`src/rtl/ctrl_pipe_pkg.sv`:
```
// ctrl_pipe_pkg: shared definitions for the control-bundle pipeline.
//   W_DEFAULT  - default control-bundle width in bits
//   STAGES_MAX - largest supported number of register stages
//   occW()     - width of the occupancy counter for a given stage count
package ctrl_pipe_pkg;

  localparam int W_DEFAULT  = 45;
  localparam int STAGES_MAX = 8;

  // Enough bits to count from 0 up to and including 'stages'.
  function automatic int occW(input int stages);
    return $clog2(stages + 1);
  endfunction

endpackage

```
`src/rtl/ctrl_pipe_n_if.sv`:
```
// ctrl_pipe_n_if: signal bundle between the decode side / pipeline controller
// and the control-bundle pipeline.
//   in_valid, in_data   - decode-side bundle offered to stage 0
//   in_ready            - stage 0 accepts this cycle
//   stall_req/flush_req - per-stage hold / squash requests
//   stage_valid/_data   - per-stage contents (stage i at [i*W +: W])
//   out_valid/out_data  - copy of the oldest stage
//   occupancy           - number of valid stages
// master: the side driving bundles and requests; slave: the pipeline.
interface ctrl_pipe_n_if
  import ctrl_pipe_pkg::*;
#(
  parameter int W      = W_DEFAULT,
  parameter int STAGES = 3
);

  localparam int OCC_W = occW(STAGES);

  logic                  in_valid;
  logic [W-1:0]          in_data;
  logic                  in_ready;
  logic [STAGES-1:0]     stall_req;
  logic [STAGES-1:0]     flush_req;
  logic [STAGES-1:0]     stage_valid;
  logic [STAGES*W-1:0]   stage_data;
  logic                  out_valid;
  logic [W-1:0]          out_data;
  logic [OCC_W-1:0]      occupancy;

  modport master (
    output in_valid, in_data, stall_req, flush_req,
    input  in_ready, stage_valid, stage_data, out_valid, out_data, occupancy
  );

  modport slave (
    input  in_valid, in_data, stall_req, flush_req,
    output in_ready, stage_valid, stage_data, out_valid, out_data, occupancy
  );

endinterface

```
`src/rtl/ctrl_pipe_stage.sv`:
```
// ctrl_pipe_stage: one valid+data register of the control pipeline.
//   clk, rst    - clock, synchronous active-low reset
//   kill        - squash: valid and data cleared next cycle (beats hold)
//   hold        - keep current contents
//   loadValid/loadData - value loaded when neither kill nor hold
//   validQ/dataQ - registered contents; data is all-zero whenever invalid
//   validNext   - combinational next-state valid, used for occupancy
module ctrl_pipe_stage #(
  parameter int W = 8
) (
  input  logic         clk,
  input  logic         rst,
  input  logic         kill,
  input  logic         hold,
  input  logic         loadValid,
  input  logic [W-1:0] loadData,
  output logic         validQ,
  output logic [W-1:0] dataQ,
  output logic         validNext
);

  always_comb begin
    validNext = loadValid;
    if (kill)
      validNext = 1'b0;
    else if (hold)
      validNext = validQ;
  end

  always_ff @(posedge clk) begin
    if (!rst) begin
      validQ <= 1'b0;
      dataQ  <= '0;
    end else if (kill) begin
      validQ <= 1'b0;
      dataQ  <= '0;
    end else if (!hold) begin
      validQ <= loadValid;
      // An empty slot always carries zero so downstream control is inert.
      dataQ  <= loadValid ? loadData : '0;
    end
  end

endmodule

```
`src/rtl/ctrl_pipe_n.sv`:
```
// ctrl_pipe_n: STAGES-deep control-bundle pipeline with per-stage stall and
// flush. Stage 0 is youngest, STAGES-1 oldest.
//   clk - clock, all state on rising edge
//   rst - synchronous active-low reset
//   bus - ctrl_pipe_n_if slave port (bundle in, requests in, stage view out)
// An older stall holds every younger stage; an older flush squashes every
// younger stage. A flush wins over a stall on any stage.
module ctrl_pipe_n
  import ctrl_pipe_pkg::*;
#(
  parameter int W      = W_DEFAULT,
  parameter int STAGES = 3
) (
  input  logic           clk,
  input  logic           rst,
  ctrl_pipe_n_if.slave   bus
);

  localparam int OCC_W = occW(STAGES);

  logic [STAGES-1:0] stallEff;
  logic [STAGES-1:0] holdEff;
  logic [STAGES-1:0] killEff;
  logic [STAGES-1:0] loadValid;
  logic [STAGES-1:0] validQ;
  logic [STAGES-1:0] validNext;
  logic [W-1:0]      loadData [STAGES];
  logic [W-1:0]      dataQ    [STAGES];
  logic [OCC_W-1:0]  occQ;

  function automatic logic [OCC_W-1:0] popCount(input logic [STAGES-1:0] v);
    logic [OCC_W-1:0] cnt;
    cnt = '0;
    for (int i = 0; i < STAGES; i++)
      cnt = cnt + OCC_W'(v[i]);
    return cnt;
  endfunction

  // A stall on a stage that is flushed in the same cycle is dropped, so it
  // neither holds younger stages nor blocks the input.
  always_comb begin
    stallEff = bus.stall_req & ~bus.flush_req;
    holdEff  = '0;
    killEff  = '0;
    for (int i = 0; i < STAGES; i++) begin
      holdEff[i] = |(stallEff      >> i);
      killEff[i] = |(bus.flush_req >> i);
    end
  end

  // Stage i>0 takes a bubble when the stage behind it is held.
  always_comb begin
    loadValid[0] = bus.in_valid;
    loadData[0]  = bus.in_data;
    for (int i = 1; i < STAGES; i++) begin
      loadValid[i] = validQ[i-1] & ~holdEff[i-1];
      loadData[i]  = holdEff[i-1] ? '0 : dataQ[i-1];
    end
  end

  for (genvar g = 0; g < STAGES; g++) begin : gStage
    ctrl_pipe_stage #(.W(W)) uStage (
      .clk       (clk),
      .rst       (rst),
      .kill      (killEff[g]),
      .hold      (holdEff[g]),
      .loadValid (loadValid[g]),
      .loadData  (loadData[g]),
      .validQ    (validQ[g]),
      .dataQ     (dataQ[g]),
      .validNext (validNext[g])
    );
  end

  // Occupancy is registered from the same next-state that feeds the stages,
  // so it always agrees with stage_valid.
  always_ff @(posedge clk) begin
    if (!rst)
      occQ <= '0;
    else
      occQ <= popCount(validNext);
  end

  always_comb begin
    bus.stage_data = '0;
    for (int i = 0; i < STAGES; i++)
      bus.stage_data[i*W +: W] = dataQ[i];
  end

  assign bus.in_ready    = ~holdEff[0];
  assign bus.stage_valid = validQ;
  assign bus.out_valid   = validQ[STAGES-1];
  assign bus.out_data    = dataQ[STAGES-1];
  assign bus.occupancy   = occQ;

endmodule

```
`src/flat_wrapper.sv`:
```
// flat-port wrapper written by rule: the top's interface ports become plain ports
module ctrl_pipe_n_flat import ctrl_pipe_pkg::*;
#(
  parameter int W      = W_DEFAULT,
  parameter int STAGES = 3
)
  (clk, rst, bus_in_valid, bus_in_data, bus_stall_req, bus_flush_req, bus_in_ready, bus_stage_valid, bus_stage_data, bus_out_valid, bus_out_data, bus_occupancy);
  ctrl_pipe_n_if #(.W(W), .STAGES(STAGES)) bus_i ();
  input  logic clk;
  input  logic rst;
  input wire logic [$bits(bus_i.in_valid)-1:0] bus_in_valid;
  input wire logic [$bits(bus_i.in_data)-1:0] bus_in_data;
  input wire logic [$bits(bus_i.stall_req)-1:0] bus_stall_req;
  input wire logic [$bits(bus_i.flush_req)-1:0] bus_flush_req;
  output wire logic [$bits(bus_i.in_ready)-1:0] bus_in_ready;
  output wire logic [$bits(bus_i.stage_valid)-1:0] bus_stage_valid;
  output wire logic [$bits(bus_i.stage_data)-1:0] bus_stage_data;
  output wire logic [$bits(bus_i.out_valid)-1:0] bus_out_valid;
  output wire logic [$bits(bus_i.out_data)-1:0] bus_out_data;
  output wire logic [$bits(bus_i.occupancy)-1:0] bus_occupancy;
  assign bus_i.in_valid = bus_in_valid;
  assign bus_i.in_data = bus_in_data;
  assign bus_i.stall_req = bus_stall_req;
  assign bus_i.flush_req = bus_flush_req;
  assign bus_in_ready = bus_i.in_ready;
  assign bus_stage_valid = bus_i.stage_valid;
  assign bus_stage_data = bus_i.stage_data;
  assign bus_out_valid = bus_i.out_valid;
  assign bus_out_data = bus_i.out_data;
  assign bus_occupancy = bus_i.occupancy;
  ctrl_pipe_n #(.W(W), .STAGES(STAGES)) u_core (.clk(clk), .rst(rst), .bus(bus_i));
endmodule
```
`config.mk`:
```
export PLATFORM = sky130hd
export DESIGN_NAME = ctrl_pipe_n_flat
export DESIGN_NICKNAME = d
export VERILOG_FILES = /design/src/rtl/ctrl_pipe_pkg.sv /design/src/rtl/ctrl_pipe_n_if.sv /design/src/rtl/ctrl_pipe_stage.sv /design/src/rtl/ctrl_pipe_n.sv /design/src/flat_wrapper.sv
export SDC_FILE = /design/constraint.sdc
export NUM_CORES = 1
export LEC_CHECK = 0
export ABC_AREA = 1
export BUFFER_PORTS_ARGS = -buffer_cell sky130_fd_sc_hd__buf_2
export CORE_UTILIZATION = 48
export CTS_CLUSTER_SIZE = 25
export DETAILED_ROUTE_END_ITERATION = 10
export PLACE_DENSITY = 0.8
export REMOVE_ABC_BUFFERS = 1
export SYNTH_ARGS = -nofsm -noshare
export SYNTH_HDL_FRONTEND = slang
export SYNTH_SLANG_ARGS = --single-unit
export TNS_END_PERCENT = 30
```
`constraint.sdc`:
```
create_clock -name clk -period 2.1 [get_ports clk]
set_clock_uncertainty 0.05 [all_clocks]
set_input_delay 0.315 -clock clk [delete_from_list [all_inputs] [get_ports clk]]
set_output_delay 0.315 -clock clk [all_outputs]
set_load 0.02 [all_outputs]
```
==> summary.txt, run 1 <==
Critical path
  • Worst r2r src: u_core.gStage[1].uStage.validQ
  • CP arrival: 1400 ps
  • Critical path type: in2out
  • Setup crit start: bus_flush_req[1]
  • RR Endpoint: u_core.bus.occupancy[0]
  • R2R setup slack: 550 ps
  • Slowest-stage cell, CP: buf_12
  • CP endpoint kind: primary output
  • Startpoint class of the critical path: primary input
  • Reg2Reg Depth: 7
  • Crit path max fanout: 59
  • Number of cells on the critical path: 7
  • CP required: 1740 ps
  • CP top delay family: buffers and inverters
  • Worst Setup EP: bus_in_ready
  • Slowest stage delay, CP: 310 ps
  • Cell Chain, Critical Path: buf_2 > inv_2 > nand2_1 > nand2_1 > nor2_8 > buf_12 > buf_2
  • Buf/Inv on CP: 4

Synth
  • XOR/XNOR Fraction of Synth Area: 0
  • Area share of the largest cell type after synthesis: 0.474
  • Synth Area in Simple Gates: 0.266
  • Leading post-synthesis cells by cell area: dfxtp_1, nand2_1, nand3_2, a21oi_1, buf_4
  • Largest family of logic cells by synthesized area: simple AND/OR/NAND/NOR gates
  • Number of flops mapped to enable cells by yosys: 0
  • Post-synth ARST share: 0
  • Cells after Synth: 681
  • Synth Area in Adders: 0.00339
  • Compound-Gate Fraction of Synth Area: 0.133
  • Top-count cell post-synth: nand2_1
  • Synthesis Warnings: 0
  • Post-synth top cells: nand2_1, dfxtp_1, a21oi_1
  • Synth area leader: dfxtp_1
  • Avg Inst Size Synth: 8.67 sq um
  • Multiplexer share of the synthesized area: 0
  • Cell variety after synth: 22
  • Sequential share of the synthesized area: 0.474
  • Prevailing post-synth register cell: dfxtp_1
  • Yosys reg bits: 140
  • Synthesized cell area: 5910 sq um

Timing
  • Fin Setup TNS: 0 ps
  • Final Hold Fails: 0
  • Hold_ws: 106 ps
  • Post-layout min period: 1760 ps
  • Tcrit/Tclk final: 0.840
  • Final setup vio count: 0
  • Pins Over Slew Limit: 0
  • Worst slew pin tran: 1030 ps
  • Max-Slew Margin vs Limit: 0.315
  • Max Freq: 567 MHz
  • RSZ-0062 raised after global routing: no

Clock tree
  • CTS Buf Count: 17
  • H-tree levels: 4
  • Postcts setup bufs: 0
  • CTS Hold Bufs: 0
  • Root Buffer: clkbuf_16
  • TritonCTS clock tree: done
  • CTS resizes: 0
  • Clk slew on worst S/H paths: 50 ps
  • Clock Sinks: 140
  • Longest Clk Path Bufs: 2
  • Worst-Skew Late Latency: 410 ps

Cells and area
  • Area growth syn-to-layout: 22.8%
  • Fill count: 1091
  • Nets: 912
  • Post-route design area: 7250 sq um
  • Antenna cells: 0
  • Share of cells above drive strength 1: 0.433

GRT
  • Total GRT Usage: 0.237
  • First-pass GRT wire length: 23800 microns
  • Vias in the first global route: 4781
  • Antenna violations before repair: 0
  • Largest net degree at the start of global routing: 60
  • GRT overflow: 0

Routing
  • Initial drt markers: 338
  • Initial DRT Pass Iterations: 4
  • Post-detailed-route wirelength per cell: 14.5 microns
  • Vias: 5147
  • Post-route ant nets: 0
  • Vias per cell: 5.08
  • Total routed wirelength: 14700 microns
  • # DRC: 0

Place
  • Gpl congestion: 0.793
  • Area after DPL: 6730 sq um
  • I/O Buffers: 240
  • DPL Wire Length: 9530 microns

Power and ir drop
  • Pwr dens: 788 nW/um^2
  • Tot Pwr: 5.72 mW
  • Leak: 3.00 nW
  • Worst VDD drop: 0.413 mV

Flow run
  • Max cap viols: 0

Floorplan
  • Full die area: 12800 sq um
  • Num rows: 40
  • Die extent in y: 113 microns
  • Die width: 113 microns
  • Initial core utilization: 0.492
  • Ports: 241
  • Core Region: 12000 sq um

Run status
  • Status: finished clean

Worst hold path
  • Min-Delay Path Class: in2reg
  • Hold Crit Start: rst
==> kinds of logic (layout without fill, tap and decap cells) <==
| family | after synthesis | count (layout) |
|---|---|---|
| flops | 140 | 140 |
| simple gates | 293 | 293 |
| buf+inv | 107 | 293 |
| compound gates | 140 | 140 |
| fa+ha+maj | 1 | 1 |
==> worst min path at each step <==
stage	end	slack [ps]	cells after the start
after floorplan	u_core.bus.occupancy[0]	360	2
after global placement	u_core.gStage[2].uStage.dataQ[1]	410	2
after detailed placement	u_core.gStage[2].uStage.dataQ[1]	410	2
after CTS	u_core.bus.occupancy[0]	80	3
after global routing	u_core.gStage[0].uStage.dataQ[33]	100	3
final	u_core.bus.occupancy[0]	110	3
==> power by group <==
group	total, mW	leakage (nW)	internal (mW)	switching, mW
Combinational	0.342	1.62	0.0953	0.247
Sequential	2.67	1.13	2.66	0.00509
Clock	2.71	0.257	1.70	1.01
Total	5.72	3.00	4.46	1.26
==> routing by layer <==
metal / wire length, microns / part of all wire / vias to the layer above / global-route usage
met2: 7460 / 0.51 / 183 / 0.410
li1: - / - / 2551 / -
met3: 797 / 0.054 / 20 / 0.0621
met5: 0 / 0 / - / 0
met4: 246 / 0.017 / 0 / 0.107
met1: 6250 / 0.42 / 2393 / 0.277
==> worst min-delay path, cell delays in order <==
cell     delay (ps)
buf_2           130
nand2_1          50
inv_1            40
==> stage by stage <==
stage | setup slack, ps | instances | util
final | 336 | 1014 | 0.604
after global routing | 277 | 1014 | 0.604
after CTS | 346 | 1014 | 0.604
after detailed placement | 306 | 985 | 0.560
after global placement | 350 | 985 | 0.560
after floorplan | -806 | 584 | -
==> final cells by class <==
type	instances	area (sq um)	area share
repair buffers	254	1320	0.182
well taps	147	184	0.0254
clock buffers	27	493	0.0680
clock inverters	2	35.0	0.00483
flip-flops and latches	140	2800	0.387
inverters	10	40.0	0.00552
multi-input cells	434	2380	0.328
==> cells in the final DEF, fill, tap and decap left out <==
cell type and instances:
buf_2 240, nand2_1 192, dfxtp_1 139, a21oi_1 117
nand3_2 64, nand3_1 27, a21oi_2 22, clkbuf_16 17
buf_4 13, clkbuf_1 7, inv_1 5, inv_2 4
nand2_2 4, nor2_1 3, clkbuf_8 3, nand2_4 1
inv_4 1, nor2_8 1, o21ai_0 1, nor2_4 1
fa_1 1, bufinv_16 1, clkinv_2 1, buf_12 1
dfxtp_2 1
==> state kept, by name (all words and copies together) (netlist names) <==
signal,cells
u_core.bus.occupancy,2
u_core.gStage.uStage.dataQ,135
u_core.gStage.uStage.validQ,3
Power figures use the tool's default switching activity.
==> run 2, diff against run 1 <==
- clock period: 2.1 -> 1.8 ns (I/O delays scaled with it)
==> summary.txt, run 2 (same netlist as run 1, synthesis figures left out) <==
Flow run
  • Max cap viols: 0 (unchanged)

Cells and area
  • Share of cells above drive strength 1: 0.441 (was 0.433)
  • Final core occ: 0.619 (was 0.604)
  • Commonest cells after routing, fill and taps aside: buf_2, nand2_1, dfxtp_1, a21oi_1, nand3_2 (unchanged)
  • Most flop-heavy register: u_core.gStage.uStage.dataQ (unchanged)
  • Commonest non-fill, non-tap cell in the layout: buf_2 (unchanged)
  • Fill count: 1064 (was 1091)
  • Number of flip-flops in the largest register: 135 (unchanged)
  • Area growth syn-to-layout: 25.9% (was 22.8%)
  • Post-route design area: 7430 sq um (was 7250 sq um)
  • Sequential cell area: 2800 sq um (unchanged)
  • Antenna cells: 0 (unchanged)
  • Footprint of the multi-input gates: 2380 sq um (unchanged)
  • Nets: 912 (unchanged)

Clock tree
  • CTS Hold Bufs: 0 (unchanged)
  • Clock Sinks: 140 (unchanged)
  • Longest Clk Path Bufs: 2 (unchanged)
  • CTS resizes: 0 (unchanged)
  • Worst-Skew Late Latency: 410 ps (about the same)
  • H-tree levels: 4 (unchanged)
  • TritonCTS clock tree: done (unchanged)
  • Postcts setup bufs: 0 (unchanged)
  • Clk slew on worst S/H paths: 60 ps (was 50 ps)
  • CTS Buf Count: 17 (unchanged)
  • Root Buffer: clkbuf_16 (unchanged)

Routing
  • Post-route ant nets: 0 (unchanged)
  • Initial drt markers: 324 (was 338)
  • Vias per cell: 5.15 (was 5.08)
  • Initial DRT Pass Iterations: 4 (unchanged)
  • Vias: 5230 (was 5147)
  • # DRC: 0 (unchanged)
  • Post-detailed-route wirelength per cell: 14.9 microns (was 14.5 microns)
  • Total routed wirelength: 15100 microns (was 14700 microns)

Power and ir drop
  • Comb pwr share: 0.057 (was 0.060)
  • Clock power frac: 0.519 (was 0.473)
  • Sequential group share of total power: 0.424 (was 0.467)
  • P_int: 5.75 mW (was 4.46 mW)
  • Pwr dens: 986 nW/um^2 (was 788 nW/um^2)
  • Sw Share: 0.216 (was 0.220)
  • Leak: 3.08 nW (was 3.00 nW)
  • Worst VDD drop: 0.604 mV (was 0.413 mV)
  • Net switching power figure: 1.58 mW (was 1.26 mW)

Place
  • DPL Wire Length: 9550 microns (was 9530 microns)
  • Area after DPL: 6790 sq um (was 6730 sq um)
  • Worst slack at placement: 64.4 ps (was 306 ps)
  • Gpl congestion: 0.798 (was 0.793)
  • I/O Buffers: 240 (unchanged)

GRT
  • Vias in the first global route: 4906 (was 4781)
  • Largest net degree at the start of global routing: 56 (was 60)
  • Antenna violations before repair: 0 (unchanged)
  • First-pass GRT wire length: 24100 microns (was 23800 microns)
  • GRT overflow: 0 (unchanged)
  • Total GRT Usage: 0.240 (was 0.237)

Critical path
  • Buf/Inv on CP: 2 (was 4)
  • CP arrival: 1340 ps (was 1400 ps)
  • Slowest stage delay, CP: 360 ps (was 310 ps)
  • CP required: 1480 ps (was 1740 ps)
  • Cell Chain, Critical Path: buf_12 > buf_2 (was buf_2 > inv_2 > nand2_1 > nand2_1 > nor2_8 > buf_12 > buf_2)
  • CP top delay family: buffers and inverters (unchanged)
  • CP endpoint kind: primary output (unchanged)
  • Crit path max fanout: 46 (was 59)
  • Critical path type: reg2out (was in2out)
  • Slowest-stage cell, CP: dfxtp_2 (was buf_12)
  • Startpoint class of the critical path: flop (was primary input)

Floorplan
  • Num rows: 40 (unchanged)
  • Ports: 241 (unchanged)
  • Initial core utilization: 0.492 (unchanged)
  • Core Region: 12000 sq um (unchanged)
  • Die width: 113 microns (unchanged)
  • Die extent in y: 113 microns (unchanged)
  • Full die area: 12800 sq um (unchanged)

Run status
  • Status: finished clean (unchanged)

Timing
  • Final Hold Fails: 0 (unchanged)
  • RSZ-0062 raised after global routing: no (unchanged)
  • Fin Setup TNS: 0 ps (unchanged)
  • Worst slew pin tran: 581 ps (was 1030 ps)
  • Tcrit/Tclk final: 0.921
  • Final worst setup slack: 143 ps (was 336 ps)
  • Max-Slew Margin vs Limit: 0.613 (was 0.315)
  • Max Freq: 603 MHz
  • Pins Over Slew Limit: 0 (unchanged)
  • Final setup vio count: 0 (unchanged)
  • Post-layout min period: 1660 ps

Worst hold path
  • Min-Delay Path Class: in2reg (unchanged)
[run 2: cell count changes in the layout (fill, tap and decap cells not counted), sizes merged]
cell      before  now
bufinv         1    5
clkinvlp       0    1
clkinv         1    4
inv           10   11
clkbuf        27   20
[run 2: final cells by class]
| type | instances | share of cell area |
|---|---|---|
| clock inverter | 11 | 0.0256 |
| clock buffer | 20 | 0.0614 |
| tap | 147 | 0.0247 |
| inverter | 10 | 0.00539 |
| multi-input combinational | 434 | 0.320 |
| timing repair buffer | 254 | 0.186 |
| sequential | 140 | 0.377 |
[run 2: through the flow]
step / total power, mW / hold WS [ps] / std cells
after global placement: 3.59 / 410 / 985
after detailed placement: 3.59 / 414 / 985
final: 7.33 / 53.2 / 1016
after CTS: 7.39 / 35.9 / 1016
after global routing: 7.57 / 53.6 / 1016
after floorplan: 3.39 / 313 / 584
[run 2: worst paths after layout]
path | from | to | slack [ps] | cells past startpoint
worst max-delay path | u_core.gStage[0].uStage.validQ | bus_stage_valid[0] | 140 | 2
worst min-delay path | rst | u_core.bus.occupancy[1] | 50 | 3
worst max register to register | u_core.gStage[1].uStage.validQ | u_core.bus.occupancy[0] | 290 | 7
worst min register to register | u_core.gStage[2].uStage.dataQ[11] | u_core.gStage[2].uStage.dataQ[11] | 420 | 2
[run 2: power by group through the flow]
| stage | Clock [mW] | Sequential [mW] | Combinational [mW] |
|---|---|---|---|
| after detailed placement | 0 | 3.18 | 0.412 |
| after CTS | 3.86 | 3.11 | 0.416 |
| final | 3.81 | 3.11 | 0.415 |
| after floorplan | 0 | 3.19 | 0.195 |
| after global placement | 0 | 3.18 | 0.411 |
| after global routing | 4.02 | 3.11 | 0.447 |
[run 2: worst register-to-register path, delay by kind of cell (launching register included)]
kind | cells | cell delay [ps]
AO/OA/AOI/OAI | 1 | 160
AND/OR/NAND/NOR | 2 | 230
buffers and inverters | 3 | 200
flip-flops | 1 | 340
adder cells (fa/ha/maj) | 1 | 430
[run 2: routing by layer]
metal | track usage | wire [microns] | vias to the layer above
met3 | 0.0514 | 828 | 22
li1 | - | - | 2553
met1 | 0.282 | 6510 | 2475
met5 | 0 | 0 | -
met4 | 0.0868 | 218 | 0
met2 | 0.433 | 7590 | 180
==> run 3, diff against run 2 <==
- PLACE_DENSITY: 0.8 -> 0.81
- SETUP_SLACK_MARGIN: default -> 0.3
==> summary.txt, run 3 (same netlist as run 1, synthesis figures left out) <==
Run status
  • Status: finished clean (unchanged)

GRT
  • GRT overflow: 0 (unchanged)
  • Vias in the first global route: 4841 (was 4906)
  • First-pass GRT wire length: 24700 microns (was 24100 microns)
  • Total GRT Usage: 0.247 (was 0.240)
  • Largest net degree at the start of global routing: 47 (was 56)
  • Antenna violations before repair: 1 (was 0)

Cells and area
  • Fill count: 1019 (was 1064)
  • Post-route design area: 7570 sq um (was 7430 sq um)
  • Area growth syn-to-layout: 28.2% (was 25.9%)
  • Footprint of the multi-input gates: 2380 sq um (about the same)
  • Share of cells above drive strength 1: 0.446 (was 0.441)
  • Sequential cell area: 2810 sq um (was 2800 sq um)
  • Most flop-heavy register: u_core.gStage.uStage.dataQ (unchanged)
  • Commonest non-fill, non-tap cell in the layout: buf_2 (unchanged)
  • Number of flip-flops in the largest register: 135 (unchanged)
  • Commonest cells after routing, fill and taps aside: buf_2, nand2_1, dfxtp_1, a21oi_1, nand3_2 (unchanged)
  • Nets: 915 (was 912)

Worst hold path
  • Hold Crit Start: rst (unchanged)
  • WHS Path Cells: 3 (unchanged)
  • Min-Delay Path Class: in2reg (unchanged)
  • Hold Crit Endpoint: u_core.bus.occupancy[1] (unchanged)

Routing
  • Post-detailed-route wirelength per cell: 14.9 microns (about the same)
  • Vias per cell: 5.14 (was 5.15)
  • # DRC: 0 (unchanged)
  • Initial drt markers: 310 (was 324)
  • Total routed wirelength: 15300 microns (was 15100 microns)
  • Vias: 5253 (was 5230)
  • Initial DRT Pass Iterations: 5 (was 4)
  • Post-route ant nets: 0 (unchanged)

Timing
  • Post-layout min period: 1490 ps (was 1660 ps)
  • Final worst setup slack: 312 ps (was 143 ps)
  • Max-Slew Margin vs Limit: 0.649 (was 0.613)
  • Pins Over Slew Limit: 0 (unchanged)
  • RSZ-0062 raised after global routing: yes (was no)
  • Max Freq: 672 MHz (was 603 MHz)
  • Final setup vio count: 0 (unchanged)
  • Final Hold Fails: 0 (unchanged)
  • Worst slew pin tran: 526 ps (was 581 ps)
  • Tcrit/Tclk final: 0.827 (was 0.921)

Clock tree
  • TritonCTS clock tree: done (unchanged)
  • H-tree levels: 4 (unchanged)
  • Clock Sinks: 140 (unchanged)
  • CTS Buf Count: 17 (unchanged)
  • Worst-Skew Late Latency: 420 ps (was 410 ps)
  • Clk slew on worst S/H paths: 60 ps (about the same)
  • Longest Clk Path Bufs: 2 (unchanged)
  • CTS Hold Bufs: 0 (unchanged)
  • Root Buffer: clkbuf_16 (unchanged)

Critical path
  • Buf/Inv on CP: 2 (unchanged)
  • Slowest-stage cell, CP: dfxtp_2 (unchanged)
  • CP required: 1480 ps (about the same)
  • RR Endpoint: u_core.bus.occupancy[0] (unchanged)
  • R2R setup slack: 360 ps (was 290 ps)
  • Slowest stage delay, CP: 400 ps (was 360 ps)
  • Startpoint class of the critical path: flop (unchanged)
  • Worst r2r src: u_core.gStage[1].uStage.validQ (unchanged)
  • CP arrival: 1170 ps (was 1340 ps)
  • Setup crit start: u_core.gStage[0].uStage.validQ (unchanged)
  • CP top delay family: flip-flops (was buffers and inverters)
  • Cell Chain, Critical Path: buf_12 > buf_4 (was buf_12 > buf_2)
  • Critical path type: reg2out (unchanged)
  • Crit path max fanout: 12 (was 46)
  • CP endpoint kind: primary output (unchanged)
  • Reg2Reg Depth: 7 (unchanged)

Floorplan
  • Num rows: 40 (unchanged)
  • Die extent in y: 113 microns (unchanged)
  • Full die area: 12800 sq um (unchanged)
  • Core Region: 12000 sq um (unchanged)
  • Initial core utilization: 0.492 (unchanged)
  • Die width: 113 microns (unchanged)
  • Ports: 241 (unchanged)

Power and ir drop
  • Pwr dens: 992 nW/um^2 (was 986 nW/um^2)
  • Worst VDD drop: 0.587 mV (was 0.604 mV)
  • Leak: 3.14 nW (was 3.08 nW)

Flow run
  • Max cap viols: 0 (unchanged)

Place
  • Worst slack at placement: -9.11 ps (was 64.4 ps)
  • Gpl congestion: 0.813 (was 0.798)
  • DPL Wire Length: 9490 microns (was 9550 microns)
  • Area after DPL: 6780 sq um (was 6790 sq um)
  • I/O Buffers: 240 (unchanged)
run 3: cell type report:
type / count / share of cell area
diodes: 2 / 0.000661
clock buffers: 20 / 0.0603
clock inverters: 12 / 0.0286
inverters: 10 / 0.00529
multi-input cells: 434 / 0.314
flip-flops and latches: 140 / 0.370
well taps: 147 / 0.0243
repair buffers: 257 / 0.196
run 3: metal layers:
metal  track usage  wire, microns
met5             0              0
met1         0.289           6170
met3        0.0595            872
met2         0.423           7730
met4         0.124            486
run 3: timing repair:
action,4_1_cts,5_1_grt
cloned,3,0
endpoints found under the setup margin,3,3
pin swaps,1,2
buffers inserted,1,0
resized for setup,2,3
run 3: how the worst max path moves through the flow:
| stage | endpoint | slack [ps] | cells past startpoint |
|---|---|---|---|
| floorplan | u_core.bus.occupancy[0] | -1110 | 5 |
| global placement | u_core.bus.occupancy[0] | 80 | 10 |
| detailed placement | u_core.bus.occupancy[0] | -9 | 10 |
| CTS | bus_stage_valid[0] | 290 | 2 |
| global route | bus_stage_valid[0] | 270 | 2 |
| finish | bus_stage_valid[0] | 310 | 2 |
run 3: report_power, final:
group          internal, mW  total [mW]  switching, mW
Sequential             3.11        3.11        0.00609
Combinational         0.147       0.440          0.293
Clock                  2.66        3.96           1.29
run 3: tightest hold or removal path, stage by stage:
cell     delay (ps)
buf_2           120
nand2_1          50
inv_1            40
run 3: metrics by stage:
step	instances	hold WS (ps)	power (mW)	util	setup TNS, ps
floorplan	584	313	3.39	-	-27690
global placement	984	408	3.59	0.564	0
detailed placement	984	412	3.59	0.564	-9.11
CTS	1020	35.6	7.56	0.630	0
global route	1021	53.5	7.74	0.630	0
finish	1022	46.7	7.51	0.630	0
